File: src/rtl/tile_collision_detector.sv
// Scans the level tiles bordering a sprite's bounding box and reports which directions are blocked.
// Optional build macro PLATFORM_TILE_EN: tile code 4'hF becomes a one-way platform (solid only from above).
module tile_collision_detector #(
    parameter int TILE_SHIFT   = 3,
    parameter int LEVEL_COLS   = 2048,
    parameter int LEVEL_ROWS   = 15,
    parameter int READ_LATENCY = 1
) (
    input  logic        clock,
    input  logic        resetn,
    input  logic        enable,
    input  logic [31:0] x_location,
    input  logic [6:0]  y_location,
    input  logic [4:0]  width,
    input  logic [4:0]  height,
    output logic [14:0] level_address,
    input  logic [3:0]  tile_code,
    output logic        left,
    output logic        right,
    output logic        up,
    output logic        down,
    output logic        done
);

    typedef enum logic [1:0] {IDLE, ISSUE, DRAIN, DONE} state_t;

    typedef struct packed {
        logic        forced;
        logic [14:0] addr;
    } probe_t;

    // Probes 0-1 left, 2-3 right, 4-5 up, 6-7 down; the direction is the index's upper two bits.
    function automatic probe_t probe_at(input logic [31:0] x, input logic [6:0] y,
                                        input logic [4:0] w, input logic [4:0] h,
                                        input logic [2:0] k);
        logic [32:0] xr;
        logic [32:0] xm1;
        logic [8:0]  yb;
        logic [8:0]  ym1;
        logic [32:0] px;
        logic [8:0]  py;
        logic [32:0] col;
        logic [8:0]  row;
        logic        edge_oor;
        probe_t      p;
        xr  = {1'b0, x} + 33'(w);
        xm1 = {1'b0, x} - 33'd1;
        yb  = {2'b00, y} + 9'(h);
        ym1 = {2'b00, y} - 9'd1;
        px = {1'b0, x};
        py = {2'b00, y};
        edge_oor = 1'b0;
        case (k)
            3'd0: begin px = xm1; edge_oor = (x == 32'd0); end
            3'd1: begin px = xm1; py = yb - 9'd1; edge_oor = (x == 32'd0); end
            3'd2: px = xr;
            3'd3: begin px = xr; py = yb - 9'd1; end
            3'd4: begin py = ym1; edge_oor = (y == 7'd0); end
            3'd5: begin px = xr - 33'd1; py = ym1; edge_oor = (y == 7'd0); end
            3'd6: py = yb;
            default: begin px = xr - 33'd1; py = yb; end
        endcase
        col = px >> TILE_SHIFT;
        row = py >> TILE_SHIFT;
        // Column is range-checked at full width so far-right positions never alias onto column 0.
        p.forced = edge_oor || (col >= 33'(LEVEL_COLS)) || (row >= 9'(LEVEL_ROWS));
        p.addr   = p.forced ? 15'd0 : 15'(32'(row) * 32'(LEVEL_COLS) + 32'(col));
        return p;
    endfunction

    state_t      state;
    logic [2:0]  k;
    logic [1:0]  drain_cnt;
    logic [31:0] cap_x;
    logic [6:0]  cap_y;
    logic [4:0]  cap_w;
    logic [4:0]  cap_h;
    logic [3:0]  shadow;

    logic [READ_LATENCY:0] pipe_valid;
    logic [READ_LATENCY:0] pipe_forced;
    logic [1:0]            pipe_dir [0:READ_LATENCY];

    probe_t     first_probe;
    probe_t     next_probe;
    logic [2:0] k_next;
    logic       tile_solid;

    assign k_next      = k + 3'd1;
    assign first_probe = probe_at(x_location, y_location, width, height, 3'd0);
    assign next_probe  = probe_at(cap_x, cap_y, cap_w, cap_h, k_next);

    always_comb begin
        tile_solid = (tile_code != 4'd0);
`ifdef PLATFORM_TILE_EN
        if (tile_code == 4'hF && pipe_dir[READ_LATENCY] != 2'd3)
            tile_solid = 1'b0;
`else
`endif
    end

    // The pipe tracks each issued probe so its data is taken exactly READ_LATENCY cycles after the address.
    always_ff @(posedge clock) begin
        if (!resetn) begin
            state         <= IDLE;
            k             <= 3'd0;
            drain_cnt     <= 2'd0;
            level_address <= 15'd0;
            cap_x         <= 32'd0;
            cap_y         <= 7'd0;
            cap_w         <= 5'd0;
            cap_h         <= 5'd0;
            shadow        <= 4'd0;
            left          <= 1'b0;
            right         <= 1'b0;
            up            <= 1'b0;
            down          <= 1'b0;
            done          <= 1'b0;
            pipe_valid    <= '0;
            pipe_forced   <= '0;
            for (int i = 0; i <= READ_LATENCY; i++)
                pipe_dir[i] <= 2'd0;
        end else begin
            for (int i = READ_LATENCY; i > 0; i--) begin
                pipe_valid[i]  <= pipe_valid[i-1];
                pipe_forced[i] <= pipe_forced[i-1];
                pipe_dir[i]    <= pipe_dir[i-1];
            end
            pipe_valid[0] <= 1'b0;

            if (pipe_valid[READ_LATENCY] && (pipe_forced[READ_LATENCY] || tile_solid))
                shadow[pipe_dir[READ_LATENCY]] <= 1'b1;

            case (state)
                IDLE: begin
                    done          <= 1'b0;
                    level_address <= 15'd0;
                    if (enable) begin
                        cap_x          <= x_location;
                        cap_y          <= y_location;
                        cap_w          <= width;
                        cap_h          <= height;
                        shadow         <= 4'd0;
                        k              <= 3'd0;
                        level_address  <= first_probe.addr;
                        pipe_valid[0]  <= 1'b1;
                        pipe_forced[0] <= first_probe.forced;
                        pipe_dir[0]    <= 2'd0;
                        state          <= ISSUE;
                    end
                end
                ISSUE: begin
                    if (!enable) begin
                        state         <= IDLE;
                        level_address <= 15'd0;
                        pipe_valid    <= '0;
                    end else if (k == 3'd7) begin
                        state         <= DRAIN;
                        level_address <= 15'd0;
                        drain_cnt     <= 2'd0;
                    end else begin
                        level_address  <= next_probe.addr;
                        pipe_valid[0]  <= 1'b1;
                        pipe_forced[0] <= next_probe.forced;
                        pipe_dir[0]    <= k_next[2:1];
                        k              <= k_next;
                    end
                end
                DRAIN: begin
                    if (!enable) begin
                        state      <= IDLE;
                        pipe_valid <= '0;
                    end else if (drain_cnt == 2'(READ_LATENCY)) begin
                        state <= DONE;
                        left  <= shadow[0];
                        right <= shadow[1];
                        up    <= shadow[2];
                        down  <= shadow[3];
                        done  <= 1'b1;
                    end else begin
                        drain_cnt <= drain_cnt + 2'd1;
                    end
                end
                default: begin
                    if (!enable) begin
                        state <= IDLE;
                        done  <= 1'b0;
                    end
                end
            endcase
        end
    end

endmodule

File: config.mk
export PLATFORM = sky130hd
export DESIGN_NAME = tile_collision_detector
export DESIGN_NICKNAME = d
export VERILOG_FILES = /design/src/rtl/tile_collision_detector.sv
export SDC_FILE = /design/constraint.sdc
export NUM_CORES = 1
export LEC_CHECK = 0
export BUFFER_PORTS_ARGS = -buffer_cell sky130_fd_sc_hd__buf_2
export CORE_ASPECT_RATIO = 0.5
export CORE_MARGIN = 10
export CORE_UTILIZATION = 50
export DETAILED_ROUTE_END_ITERATION = 8
export PLACE_DENSITY = 0.76
export SYNTH_ARGS = -nofsm -noshare
export SYNTH_HDL_FRONTEND = slang
export SYNTH_SLANG_ARGS = --single-unit
File: constraint.sdc
create_clock -name clock -period 6.6 [get_ports clock]
set_input_delay 0.99 -clock clock [delete_from_list [all_inputs] [get_ports clock]]
set_output_delay 0.99 -clock clock [all_outputs]
set_load 0.03 [all_outputs]
==> impl_metrics.ini, run 1 <==
[global_routing]
grt_pass1_wl_um = 36000
overflow = 0
grt_max_degree = 55
grt_use_met3 = 0.0511
antenna_found_initial = 0
busiest_layer = met2
grt_pass1_vias = 6776
use_met2 = 0.337
grt_use_total = 0.220
gr-usage-met1 = 0.304

[synth]
ys_ff_latch = 88
synthCells = 900
synthArstFlopShare = 0
synth_top_area_frac = 0.235
ys_warn_count = 0
synth_area_per_cell_sq_um = 7.95
synth_area_sq_um = 7150
synth.distinct_cells = 89
synth.top_cells.by_area = dfxtp_1 24%, a22o_1 6.0%, xnor2_1 4.9%, ha_1 4.7%, a21oi_1 4.3%
synth_edf_count = 4
yosysTopAreaCell = dfxtp_1
yosysSeqAreaShare = 0.252
synth_flop_cell = dfxtp_1

[cts]
clkTransAtPathRegs_ps = 70
cts_tree = done
cts-hold-fix-buffers = 0
cts-resized-gates = 0
clockBufferDepth = 2
numCtsBuffers = 9
cts_setup_buffers = 0
cts_root_buffer = clkbuf_16
h-tree-depth = 3
clkLatencyLatePin_ps = 350
cts_sinks = 88

[placed_design]
port_buffers = 75
gp_congestion = 1.00
dp_hpwl_um = 17400

[power]
ir_worst_vdd_mv = 0.140
p_leak_nw = 3.05
power_density_nw_per_um2 = 326

[cells_and_area]
nFillCells = 1307
seq_area_sq_um = 1800
n_antenna_cell = 0
layout-drive-gt1-share = 0.146
final_net_count = 1016
multiInputGateArea_sq_um = 4970
final_core_util = 0.569
syn2layout_area_growth_pct = 9.62

[critical_path]
critPathKind = flip-flop to flip-flop
cp-end-kind = flip-flop
startpoint_type = flip-flop
arrival_ps = 5210
worstPathMaxFanout = 11
crit_required_ps = 6860

[sta]
max_freq_mhz = 202
final_max_slew_viol_count = 0
setup_violations = 0
fin_crit_ps = 4960
rsz0062_at_grt = no
post-route-period-util = 0.751
slew_headroom = 0.114
tns_ps = 0
finalHoldViolCount = 0
worstMarginPinSlew_ps = 1310
skew_ps = 9.37

[detailed_routing]
wl_um = 22500
drcViolationCount = 0
drtAntennaViolNets = 0
vias = 7224
drt_first_pass_iters = 6
avgRoutedWirePerCell_um = 20.0
routed_via_density = 6.42
detail_route.iter0.violations = 617

[run_status]
status = finished, final reports clean

[worst_hold_path]
hold_path_class = flip-flop to flip-flop

[die]
start_util = 0.519
die-area_sq_um = 19800
die_y_um = 105
rows = 30
die_x_um = 189
coreArea_sq_um = 13800
ios = 76

[job]
max_cap_viol_count = 0
==> cell usage after synthesis, drive strengths merged, types with 8 or more instances <==
cell,count
a211oi,9
a21oi,62
a22o,49
a31oi,13
and2,8
and3,16
buf,28
clkbuf,37
dfxtp,84
ha,27
inv,18
nand2,68
nand2b,10
nand3,24
nand4,28
nor2,77
nor2b,10
nor3,38
nor4,28
o211ai,8
o21ai,42
or2,9
or3,10
xnor2,40
xor2,27
==> worst paths after layout <==
| check | from | end | slack, ps | cells past startpoint |
|---|---|---|---|---|
| worst max-delay path | cap_x[0] | level_address[7] | 1640 | 13 |
| worst min-delay path | pipe_valid[0] | pipe_valid[1] | 450 | 2 |
| worst max register to register | cap_x[0] | level_address[7] | 1640 | 13 |
| worst min register to register | pipe_valid[0] | pipe_valid[1] | 450 | 2 |
==> kinds of logic after synthesis <==
| family | Yosys count | synth area share |
|---|---|---|
| other | 1 | 0.000524 |
| XOR/XNOR | 67 | 0.0820 |
| multiplexers | 7 | 0.00997 |
| buffers and inverters | 83 | 0.0560 |
| AO/OA/AOI/OAI | 271 | 0.270 |
| adder cells (fa/ha/maj) | 31 | 0.0584 |
| flip-flops | 88 | 0.252 |
| AND/OR/NAND/NOR | 352 | 0.271 |
==> metrics by stage <==
stage          setup WS (ps)  cells  hold slack (ps)  instance area, sq um  power, mW
6_report                1640   1126              448                  7840       2.55
5_1_grt                 1180   1126              481                  7840       2.71
4_1_cts                 1710   1126              441                  7840       2.53
3_5_place_dp            1650   1110              434                  7510       1.96
3_3_place_gp            1760   1110              426                  7510       1.95
2_1_floorplan           2360    901              407                  7160       1.67
==> where the power goes <==
group | switching [mW] | internal (mW)
clock | 0.234 | 0.334
sequential | 0.141 | 0.624
combinational | 0.742 | 0.479
==> layer usage <==
layer	up-vias	part of all wire
met2	318	0.43
met1	3428	0.47
met3	28	0.085
met5	-	0
li1	3450	-
met4	0	0.012
==> state kept, by name, summed over array words and instances (netlist names), 2 cells and up <==
name / count
state: 2
pipe_forced: 2
level_address: 15
pipe_valid: 2
pipe_dir: 4
cap_x: 32
k: 3
cap_w: 5
cap_h: 5
shadow: 4
drain_cnt: 2
cap_y: 7
==> cell usage in the layout (no fill, tap or decap), drive strengths merged, types with 10 or more instances in the layout <==
cell type  instances
a21oi             62
a22o              49
a31oi             13
and3              16
buf               82
clkbuf            11
dfxtp             84
ha                27
inv               20
nand2             68
nand2b            10
nand3             24
nand4             28
nor2              77
nor2b             10
nor3              38
nor4              28
o21ai             42
or3               10
xnor2             40
xor2              27
==> worst max-delay path, cell delays in order, from the launching register on <==
cell	delay, ps
dfxtp_1	330
ha_1	240
fa_1	430
a211oi_1	450
o21bai_1	410
nand4_1	240
xor2_1	470
nand4_2	270
or4_1	540
xor2_1	140
a31oi_1	110
nor3_2	630
nand2_2	260
o32ai_1	330
==> cell type report <==
class | instances | area share
flip-flops and latches | 88 | 0.230
clock buffers | 11 | 0.0337
well taps | 192 | 0.0306
repair buffers | 82 | 0.0546
multi-input cells | 730 | 0.634
inverters | 18 | 0.00862
clock inverters | 5 | 0.00894
No activity file was read; power rests on OpenSTA's default activity.
==> run 2: changes to the inputs <==
Settings changed: PLACE_DENSITY 0.76 to 0.78.
Clock period 6.6 ns to 4.3 ns, I/O delays scaled along.
==> run 2 against run 1 <==
  * Global-route usage up 0.79 points
  * Critical path type unchanged
  * Cell area up 3.9%
  * Cell count up 3.2%
  * Utilization up 2.2 points
  * Power up 56%
==> impl_metrics.ini, run 2 (synthesis gave the netlist of run 1 again) <==
[cells_and_area]
largest_reg_flops = 32
syn2layout_area_growth_pct = 13.9
layout-drive-gt1-share = 0.191
top_register = cap_x
multiInputGateArea_sq_um = 5030
final_area_sq_um = 8150
layout_commonest_cell = dfxtp_1
layout_common_cells = 83 x dfxtp_1, 77 x nor2_1, 75 x buf_2
reg.largest.list = cap_x (32), level_address (15), cap_y (7)
final_net_count = 1052
n_antenna_cell = 0
seq_area_sq_um = 1800
nFillCells = 1266

[placed_design]
gp_congestion = 1.07
dpl_worst_slack_ps = 0.124
port_buffers = 75
dp_hpwl_um = 18100
postPlaceCellArea_sq_um = 7760

[detailed_routing]
routed_via_density = 6.41
drcViolationCount = 0
drtAntennaViolNets = 0
avgRoutedWirePerCell_um = 20.1
vias = 7451
detail_route.iter0.violations = 846
wl_um = 23400
drt_first_pass_iters = 7

[power]
p_leak_nw = 3.23
ir_worst_vdd_mv = 0.232
power_density_nw_per_um2 = 489
p_total_mw = 3.98

[sta]
max_freq_mhz = 243
worstMarginPinSlew_ps = 1040
slew_headroom = 0.304
skew_ps = 8.10
fin_crit_ps = 4110
post-route-period-util = 0.956
final_max_slew_viol_count = 0
setup_slack_ps = 191
tns_ps = 0
hold-worst-slack_ps = 470
finalHoldViolCount = 0
setup_violations = 0

[run_status]
status = finished, final reports clean

[die]
rows = 30
die-area_sq_um = 19800
die_y_um = 105
ios = 76
die_x_um = 189
start_util = 0.519
coreArea_sq_um = 13800

[cts]
h-tree-depth = 3
clkTransAtPathRegs_ps = 70
cts_tree = done
cts_sinks = 88
cts-hold-fix-buffers = 0
clkLatencyLatePin_ps = 350
numCtsBuffers = 9
cts_root_buffer = clkbuf_16
clockBufferDepth = 2

[critical_path]
critPathKind = flip-flop to flip-flop
cp_num_buf_inv = 1
crit_family = compound AO/OA/AOI/OAI gates
crit_chain = ha_2, nand2_1, o31ai_2, buf_4, nand2_1, o31a_1, nor4_1, a41oi_1, a2111oi_4, nand4b_2, nor4_4, nand2_2, o32ai_1
cp-end-kind = flip-flop
crit_required_ps = 4560
worstPathMaxFanout = 12
critPathMaxStageDelay_ps = 430
startpoint_type = flip-flop
arrival_ps = 4370
critPathLaunch = cap_x[4]
worstReg2RegStart = cap_x[4]
cp_common_cell = nand2_1
cp_slowest_cell = ha_2

[worst_hold_path]
hold_path_class = flip-flop to flip-flop
min_from = drain_cnt[1]

[global_routing]
overflow = 0
grt_max_degree = 51
grt_pass1_vias = 7045
grt_use_total = 0.228
grt_pass1_wl_um = 37500
antenna_found_initial = 0

[job]
max_cap_viol_count = 0
## run 2: worst reg2reg max path, cell delays in order, from the launching register on
cell	delay, ps
dfxtp_1	370
ha_2	430
nand2_1	120
o31ai_2	390
buf_4	260
nand2_1	150
o31a_1	340
nor4_1	290
a41oi_1	270
a2111oi_4	340
nand4b_2	220
nor4_4	340
nand2_2	180
o32ai_1	300
## run 2: report_power, final
part | internal [mW] | total, mW | switching [mW]
Combinational | 0.817 | 2.03 | 1.21
Sequential | 0.959 | 1.15 | 0.190
Clock | 0.456 | 0.809 | 0.353
## run 2: cell type report
type,count,area share
multi-input combinational,730,0.618
sequential,88,0.221
timing repair buffer,118,0.0857
tap,192,0.0295
clock buffer,9,0.0276
clock inverter,7,0.00967
inverter,18,0.00829
## run 2: per-layer routing
layer | share of wire | global-route usage
met3 | 0.10 | 0.0521
met1 | 0.44 | 0.306
met2 | 0.45 | 0.361
met4 | 0.013 | 0.0546
met5 | 0 | 0
## run 2: final timing paths
check	to	slack [ps]	cells after the start
worst min register to register	drain_cnt[1]	470	2
worst min-delay path	drain_cnt[1]	470	2
worst max register to register	level_address[3]	190	13
worst max-delay path	level_address[3]	190	13
## run 2: what timing repair did
action | CTS | global route
setup buffers | 0 | 2
resized for setup | 0 | 18
endpoints found under the setup margin | 0 | 11
## run 2: metrics by stage
stage / util / instances
2_1_floorplan: - / 901
3_3_place_gp: 0.563 / 1144
3_5_place_dp: 0.563 / 1144
4_1_cts: 0.585 / 1160
5_1_grt: 0.591 / 1162
6_report: 0.591 / 1162
==> run 3: changes to the inputs <==
Settings changed: CORE_MARGIN 10 to default.
==> run 3 against run 2 <==
  * Sequential share of layout area fell by 0.20 points
  * Power up 2.1%
  * Global-route usage grew 9.2 points
  * Clock power rose by 0.9%
  * Non-clock buffer count is 8 higher
  * Utilization increased by 0.74 points
  * Clock skew grew 0.71 ps
  * Critical endpoint is now level_address[7]
  * Largest cell class unchanged
  * Largest power group unchanged
==> impl_metrics.ini, run 3 (synthesis gave the netlist of run 1 again) <==
[placed_design]
dp_hpwl_um = 17500
dpl_worst_slack_ps = 14.8
port_buffers = 75
gp_congestion = 1.05

[cts]
clkLatencyLatePin_ps = 360
clkTransAtPathRegs_ps = 70
cts_root_buffer = clkbuf_16
cts_sinks = 88
numCtsBuffers = 9
cts_tree = done
clockBufferDepth = 2
h-tree-depth = 3

[cells_and_area]
n_antenna_cell = 0
syn2layout_area_growth_pct = 15.0
layout-drive-gt1-share = 0.200
reg.largest.list = cap_x (32), level_address (15), cap_y (7)
top_register = cap_x
final_core_util = 0.599
layout_commonest_cell = dfxtp_1
largest_reg_flops = 32
layout_common_cells = 82 x dfxtp_1, 75 x nor2_1, 75 x buf_2
final_net_count = 1060
nFillCells = 1270

[critical_path]
crit_required_ps = 4560
cp-end-kind = flip-flop
critPathMaxStageDelay_ps = 470
cp_num_buf_inv = 3
startpoint_type = flip-flop
rr_endpoint = level_address[7]
cp_slowest_cell = o21ba_2
ff2ff_path_depth = 15
crit_chain = ha_1, ha_1, o21ba_2, buf_4, a311oi_2, nor3_4, nand4_1, buf_4, nor3_1, o31ai_2, buf_4, nand4b_2, nor4_4, nand2_2, o32ai_1
reg2reg_slack_ps = 140
arrival_ps = 4420
worstReg2RegStart = k[0]
crit_family = simple AND/OR/NAND/NOR gates
cp_common_cell = buf_4
worstPathMaxFanout = 9
critPathKind = flip-flop to flip-flop

[job]
max_cap_viol_count = 0

[sta]
rsz0062_at_grt = yes
skew_ps = 8.81
final_max_slew_viol_count = 0
finalHoldViolCount = 0
setup_violations = 0
fin_crit_ps = 4160
setup_slack_ps = 136
worstMarginPinSlew_ps = 1070
max_freq_mhz = 240
post-route-period-util = 0.968
slew_headroom = 0.288

[worst_hold_path]
hold_path_class = flip-flop to flip-flop
min_path_cells = 2
hold_end = pipe_valid[1]
min_from = pipe_valid[0]

[detailed_routing]
avgRoutedWirePerCell_um = 19.8
routed_via_density = 6.49
vias = 7597
drcViolationCount = 0
drtAntennaViolNets = 0
detail_route.iter0.violations = 859
wl_um = 23200
drt_first_pass_iters = 6

[die]
die-area_sq_um = 14800
rows = 30
ios = 76
die_x_um = 171
start_util = 0.521
die_y_um = 86.6
coreArea_sq_um = 13700

[power]
ir_worst_vdd_mv = 0.258
p_leak_nw = 3.27
p_total_mw = 4.07
power_density_nw_per_um2 = 494

[global_routing]
grt_pass1_wl_um = 36800
antenna_found_initial = 0
overflow = 0
grt_pass1_vias = 6870
grt_max_degree = 51
grt_use_total = 0.320

[run_status]
status = finished, final reports clean
==> run 3: stage by stage <==
step	setup TNS (ps)	std cells	hold slack [ps]	cell area [sq um]
3_5_place_dp	0	1142	436	7760
2_1_floorplan	0	901	407	7160
5_1_grt	-14.4	1170	465	8230
4_1_cts	0	1158	447	8060
3_3_place_gp	0	1142	429	7760
6_report	0	1170	456	8230
==> run 3: layout make-up <==
class	count	area [sq um]	area share
Inverter	18	67.6	0.00821
Sequential cell	88	1800	0.219
Tap cell	192	240	0.0292
Clock inverter	6	76.3	0.00928
Multi-Input combinational cell	730	5040	0.612
Clock buffer	10	229	0.0278
Timing Repair Buffer	126	771	0.0937
==> run 3: what timing repair did <==
action,in CTS,in global routing
gates resized for setup,0,21
setup buffers,0,12
endpoints found under the setup margin,0,16
hold buffers,0,0
==> run 3: worst register-to-register path: cells and delay by family, from the launching register on <==
kind | cells | cell delay (ps)
simple gates | 6 | 1600
compound gates | 4 | 940
buf+inv | 3 | 670
fa+ha+maj | 2 | 490
flops | 1 | 360
==> run 3: report_power, final <==
group | switching [mW] | internal [mW] | total (mW) | leakage [nW]
Combinational | 1.24 | 0.859 | 2.09 | 2.38
Sequential | 0.197 | 0.959 | 1.16 | 0.731
Clock | 0.355 | 0.461 | 0.816 | 0.151
==> run 3: worst max path at each step <==
stage	startpoint	end	cells after the start
floorplan	cap_x[0]	level_address[14]	17
global placement	cap_x[0]	level_address[5]	13
detailed placement	cap_x[0]	level_address[5]	13
CTS	cap_x[0]	level_address[5]	13
global route	k[0]	level_address[3]	15
finish	k[0]	level_address[7]	15
==> run 3: layer usage <==
metal	track usage	up-vias	wire [um]
met2	0.501	440	9990
met1	0.447	3571	10400
met3	0.0580	49	2330
met5	0	-	0
li1	-	3537	-
met4	0.0950	0	503
